## config.mk

```make
export PLATFORM = sky130hd
export DESIGN_NAME = decode_ctrl_pipe
export DESIGN_NICKNAME = d
export VERILOG_FILES = /design/src/rtl/decode_ctrl_pipe.sv
export SDC_FILE = /design/constraint.sdc
export NUM_CORES = 1
export LEC_CHECK = 0
export ABC_AREA = 1
export ABC_CLOCK_PERIOD_IN_PS = 38400
export CAP_MARGIN = 0
export CORE_AREA = 5 5 337 339
export CTS_CLUSTER_DIAMETER = 80
export DETAILED_ROUTE_END_ITERATION = 10
export DIE_AREA = 0 0 342 344
export GPL_TIMING_DRIVEN = 0
export MAX_ROUTING_LAYER = met4
export PLACE_DENSITY = 0.39
export SETUP_SLACK_MARGIN = 0.4
export SLEW_MARGIN = 20
export SYNTH_ARGS = -nofsm -noshare
export SYNTH_HDL_FRONTEND = slang
export SYNTH_SLANG_ARGS = --single-unit
```

## constraint.sdc

```tcl
create_clock -name CLK -period 38.4 [get_ports CLK]
set_input_delay 7.68 -clock CLK [delete_from_list [all_inputs] [get_ports CLK]]
set_output_delay 7.68 -clock CLK [all_outputs]
set_load 0.01 [all_outputs]
```

## src/rtl/decode_ctrl_pipe.sv

```systemverilog
// Vector ASIP decode stage: field split, opcode decode, immediate extension and the ID/EX pipe register.
// Optional DECODE_FLUSH_EN adds flush_i, which loads a bubble into the ID/EX pipe.
module decode_ctrl_pipe #(
  parameter int N = 32,
  parameter int V = 20,
  parameter int L = 8
) (
  input  logic             CLK,
  input  logic             RST,
  input  logic             enable_i,
`ifdef DECODE_FLUSH_EN
  input  logic             flush_i,
`endif
  input  logic [N-1:0]     instruction_i,
  input  logic [N-1:0]     RD1_S_i,
  input  logic [N-1:0]     RD2_S_i,
  input  logic [V*L-1:0]   RD1_V_i,
  input  logic [V*L-1:0]   RD2_V_i,
  input  logic             Mem_Finished_i,
  input  logic             Exe_Finished_i,
  output logic [4:0]       A1_o,
  output logic [4:0]       A2_o,
  output logic             Finished_o,
  output logic [N-1:0]     RD1_S_o,
  output logic [N-1:0]     RD2_S_o,
  output logic [N-1:0]     Extend_o,
  output logic [V*L-1:0]   RD1_V_o,
  output logic [V*L-1:0]   RD2_V_o,
  output logic [4:0]       A3_o,
  output logic             RegFile_WE_o,
  output logic             ALUSource_o,
  output logic             SetFlags_o,
  output logic             MemWE_o,
  output logic             WBSelect_o,
  output logic             OpSource_o,
  output logic [1:0]       ALUControl_o,
  output logic [1:0]       BranchSelect_o,
  output logic [1:0]       OpType_o
);

  typedef struct packed {
    logic       we;
    logic       alu_src;
    logic       set_flags;
    logic       mem_we;
    logic       wb_sel;
    logic       op_src;
    logic [1:0] alu_ctrl;
    logic [1:0] branch;
    logic [1:0] op_type;
  } ctrl_t;

  function automatic logic [N-1:0] extend_imm(input logic [12:0] imm, input logic [1:0] sel);
    logic [N-1:0] zext;
    zext = {{(N-13){1'b0}}, imm};
    case (sel)
      2'b00:   return zext;
      2'b01:   return {{(N-13){imm[12]}}, imm};
      2'b10:   return zext << 13;
      default: return '0;
    endcase
  endfunction

  logic [3:0]   op_p0;
  logic [12:0]  imm_p0;
  logic [1:0]   ext_sel_p0;
  ctrl_t        ctrl_p0;

  ctrl_t        ctrl_p1;
  logic [N-1:0] rd1_s_p1, rd2_s_p1, ext_p1;
  logic [V*L-1:0] rd1_v_p1, rd2_v_p1;
  logic [4:0]   a3_p1;

  assign op_p0      = instruction_i[31:28];
  assign imm_p0     = instruction_i[12:0];
  assign A1_o       = instruction_i[22:18];
  assign A2_o       = instruction_i[17:13];
  assign Finished_o = (op_p0 == 4'b1111) && Mem_Finished_i && Exe_Finished_i;

  // Stage p0: opcode decode (combinational)
  always_comb begin
    ctrl_p0    = '0;
    ext_sel_p0 = 2'b00;
    case (op_p0)
      4'b0001: ctrl_p0.we = 1'b1;
      4'b0010: begin ctrl_p0.we = 1'b1; ctrl_p0.alu_ctrl = 2'b01; end
      4'b0011: begin ctrl_p0.we = 1'b1; ctrl_p0.alu_src = 1'b1; end
      4'b0100: begin ctrl_p0.we = 1'b1; ctrl_p0.alu_src = 1'b1; ctrl_p0.alu_ctrl = 2'b01; end
      4'b0101: begin ctrl_p0.we = 1'b1; ctrl_p0.op_type = 2'b01; end
      4'b0110: begin ctrl_p0.we = 1'b1; ctrl_p0.op_type = 2'b01; ctrl_p0.alu_ctrl = 2'b01; end
      4'b0111: begin ctrl_p0.set_flags = 1'b1; ctrl_p0.alu_ctrl = 2'b01; end
      4'b1000: begin
        ctrl_p0.we = 1'b1; ctrl_p0.alu_src = 1'b1; ctrl_p0.wb_sel = 1'b1; ext_sel_p0 = 2'b01;
      end
      4'b1001: begin ctrl_p0.mem_we = 1'b1; ctrl_p0.alu_src = 1'b1; ext_sel_p0 = 2'b01; end
      4'b1010: begin ctrl_p0.we = 1'b1; ctrl_p0.alu_ctrl = 2'b11; end
      4'b1011: begin
        ctrl_p0.we = 1'b1; ctrl_p0.alu_src = 1'b1; ctrl_p0.wb_sel = 1'b1;
        ctrl_p0.op_src = 1'b1; ctrl_p0.op_type = 2'b01; ext_sel_p0 = 2'b01;
      end
      4'b1100: begin
        ctrl_p0.mem_we = 1'b1; ctrl_p0.alu_src = 1'b1; ctrl_p0.op_src = 1'b1;
        ctrl_p0.op_type = 2'b01; ext_sel_p0 = 2'b01;
      end
      4'b1101: begin ctrl_p0.branch = 2'b01; ext_sel_p0 = 2'b01; end
      4'b1110: begin ctrl_p0.branch = 2'b10; ext_sel_p0 = 2'b01; end
      default: ctrl_p0 = '0;
    endcase
  end

  // Stage p1: ID/EX pipe register
  always_ff @(posedge CLK or posedge RST) begin
    if (RST) begin
      ctrl_p1  <= '0;
      rd1_s_p1 <= '0;
      rd2_s_p1 <= '0;
      ext_p1   <= '0;
      rd1_v_p1 <= '0;
      rd2_v_p1 <= '0;
      a3_p1    <= '0;
`ifdef DECODE_FLUSH_EN
    end else if (flush_i) begin
      ctrl_p1  <= '0;
      rd1_s_p1 <= '0;
      rd2_s_p1 <= '0;
      ext_p1   <= '0;
      rd1_v_p1 <= '0;
      rd2_v_p1 <= '0;
      a3_p1    <= '0;
`endif
    end else if (enable_i) begin
      ctrl_p1  <= ctrl_p0;
      rd1_s_p1 <= RD1_S_i;
      rd2_s_p1 <= RD2_S_i;
      ext_p1   <= extend_imm(imm_p0, ext_sel_p0);
      rd1_v_p1 <= RD1_V_i;
      rd2_v_p1 <= RD2_V_i;
      a3_p1    <= instruction_i[27:23];
    end
  end

  assign RD1_S_o        = rd1_s_p1;
  assign RD2_S_o        = rd2_s_p1;
  assign Extend_o       = ext_p1;
  assign RD1_V_o        = rd1_v_p1;
  assign RD2_V_o        = rd2_v_p1;
  assign A3_o           = a3_p1;
  assign RegFile_WE_o   = ctrl_p1.we;
  assign ALUSource_o    = ctrl_p1.alu_src;
  assign SetFlags_o     = ctrl_p1.set_flags;
  assign MemWE_o        = ctrl_p1.mem_we;
  assign WBSelect_o     = ctrl_p1.wb_sel;
  assign OpSource_o     = ctrl_p1.op_src;
  assign ALUControl_o   = ctrl_p1.alu_ctrl;
  assign BranchSelect_o = ctrl_p1.branch;
  assign OpType_o       = ctrl_p1.op_type;

endmodule

```

==> run metrics <==
Max Slew Vio Count=0; wire length per cell=18.7 um; mean post-synth cell area=8.79 um^2; DR iter-0 viols=about 720; H-tree Lvls=2; CP max-delay cell=clkdlybuf4s50_1; fin crit share=0.442; Post-DRT Antenna Nets=0; slowest stage delay, CP=around 0.62 ns; count leader, synth=nand2_1; fmax=59.0 MHz; Post-Synth Adder-Cell Area=0; gr usage total=0.133; crit path max fanout=7; cts-stage hold buffer count=0; area share of xor/xnor cells in the synthesized design=0; worst hold path endpoint=RD2_S_o[30]; Reg-to-Reg End=Extend_o[30]; total grt overflow=0; clock tree buffer depth=3; worst min-delay path category=reg2reg; die height=344 um; post-synthesis simple-gate area fraction=0.297; post-DR vias/cell=3.48; cells on worst reg2reg path=2; worst slew pin tran=0.822 ns; first-pass GRT wire length=~110000 um; DIE AREA=118000 um^2; CP Class=in2out; top-area cell type share of the netlist area=0.653; clock transition at the registers of the reported paths=0.05 ns; Post-DP HPWL=63400 um; largest family of logic cells by synthesized area=simple AND/OR/NAND/NOR gates; critical path endpoint category=output pin; final WL=79900 um; hold path depth=2; synth unique cells=17; number of gates resized after cts=0; num rows=between 100 and 150; via count=14800; RSZ-0062 raised after global routing=no; synthesized flop and latch total=between 400 and 500; Post-synth ARST share=1.00; crit path cell chain=clkdlybuf4s50_1, nand2_1, nor3_1, clkdlybuf4s50_1; CTS root buffer=clkbuf_16; CTS tree=yes; Leakage=approximately 13 nW; Initial DRT Pass Iterations=5; initial core utilization=0.144; post-synthesis compound-gate area fraction=0.00268; final setup violating endpoints=0; TNS Setup=0 ns; worst vdd ir=a little over 30 uV; syn nets=roughly 2200; cell area after synthesis=~16000 um^2; Mapped Cells=1807; Layout Nets=3143; synth cell count leaders=nand2_1 (1237), dfrtp_1 (414), buf_4 (53), buf_2 (45), clkbuf_1 (19); Core ar.=110000 um^2; Clock Skew=0 ns; clock sinks=slightly above 400; status=completed; Post-synth EDFFs=0; Synth area leaders=dfrtp_1 (65%), nand2_1 (29%), buf_4 (2.5%), buf_2 (1.4%), clkbuf_1 (0.45%); overall power=around 1.2 mW; relative slew slack=0.452; multiplexer area fraction after synthesis=0.000631; HP Start=RD2_S_o[30]; largest net degree at the start of global routing=87; final hold violation count=0; minimum clock period=between 15 and 20 ns; antenna violations before repair=9; buffers added on ports=853; Worst path most repeated cell=clkdlybuf4s50_1; layout cells sized above 1=0.0684; FF-to-FF setup slack=37.27 ns; die width=342 um; DRC viols=0; max cap viols=0; vias in the first global route=15700; routability cong.=0.770; number of buffers created by CTS=55; I/O pin count=865; CP startpoint kind=input port; sequential share of the synthesized area=0.653; Reg-to-Reg Start=Extend_o[30]; Post-CTS Setup Bufs=0; YS warnings=0; Most used DFF post-synth=dfrtp_1; post-synth top area cell=dfrtp_1; synthesis-to-layout area growth=77.5%; WP data arrival=9.28 ns; WP data required=around 31 ns; Clock Latency Late Sink=~0.62 ns; Power Density=43.9 nW/um^2
-- worst max-delay path, delay by kind of cell --
kind                   cells  cell delay, ns
AND/OR/NAND/NOR            2            0.38
buffers and inverters      2            1.22
-- kinds of logic (layout without fill, tap and decap cells) --
logic type,count (synthesis),after routing
mux,1,1
buf+inv,130,1086
simple gates,1253,1253
compound gates,8,8
flops,414,414
other cells,1,9
-- state kept, by name (all words and copies together) (netlist names) --
register,cells
ALUSource_o,1
SetFlags_o,1
OpSource_o,1
BranchSelect_o,2
RegFile_WE_o,1
ALUControl_o,2
RD1_V_o,160
OpType_o,1
WBSelect_o,1
RD2_S_o,32
Extend_o,14
MemWE_o,1
RD2_V_o,160
A3_o,5
RD1_S_o,32
-- worst max path at each step --
| stage | to | from | cells past startpoint |
|---|---|---|---|
| floorplan | A3_o[0] | RST | 1 |
| global placement | RD2_S_o[22] | RST | 2 |
| detailed placement | Finished_o | instruction_i[30] | 4 |
| CTS | Finished_o | instruction_i[30] | 4 |
| global route | Finished_o | instruction_i[30] | 4 |
| finish | Finished_o | instruction_i[30] | 4 |
-- report_power, final --
group | total, mW | switching [mW] | internal (mW)
Clock | 0.504 | 0.206 | 0.299
Sequential | 0.497 | 0.0217 | 0.475
Combinational | 0.237 | 0.108 | 0.128
-- cell usage in the layout (no fill, tap or decap), drive strengths merged --
cell type	instances
nor3	3
clkinv	11
buf	106
clkbuf	100
bufinv	2
nand3	4
o21ai	5
inv	13
conb	1
nor2	8
o31ai	1
mux2i	1
dfrtp	414
diode	8
nand3b	1
clkdlybuf4s50	853
nand2	1237
clkinvlp	1
a21oi	2
-- metal layers --
metal  GRT usage  wire, um
met2       0.233     40800
met1       0.144     30200
met5           -         0
met3      0.0515      7350
met4      0.0301      1570
-- metrics by stage --
| stage | cell area (um^2) | setup WS, ns | hold slack (ns) | utilization | std cells |
|---|---|---|---|---|---|
| after global routing | 28200 | 21.34 | 0.482 | 0.256 | 4257 |
| after floorplan | 15900 | 19.20 | 0.507 | - | 1807 |
| after detailed placement | 26400 | 21.46 | 0.457 | 0.240 | 4153 |
| final | 28200 | 21.44 | 0.465 | 0.256 | 4259 |
| after CTS | 28200 | 21.45 | 0.471 | 0.256 | 4251 |
| after global placement | 26300 | 11.68 | 0.452 | 0.239 | 4148 |
-- final cells by class --
cell class / instances / area [um^2]
clock buffers: 81 / 1590
repair buffers: 858 / 8680
inverters: 10 / 45.0
diodes: 8 / 20.0
flip-flops and latches: 414 / 10400
well taps: 1488 / 1860
plain buffers: 120 / 706
fillers: 12100 / 81900
multi-input cells: 1263 / 4770
clock inverters: 17 / 149
Power figures use the tool's default switching activity.
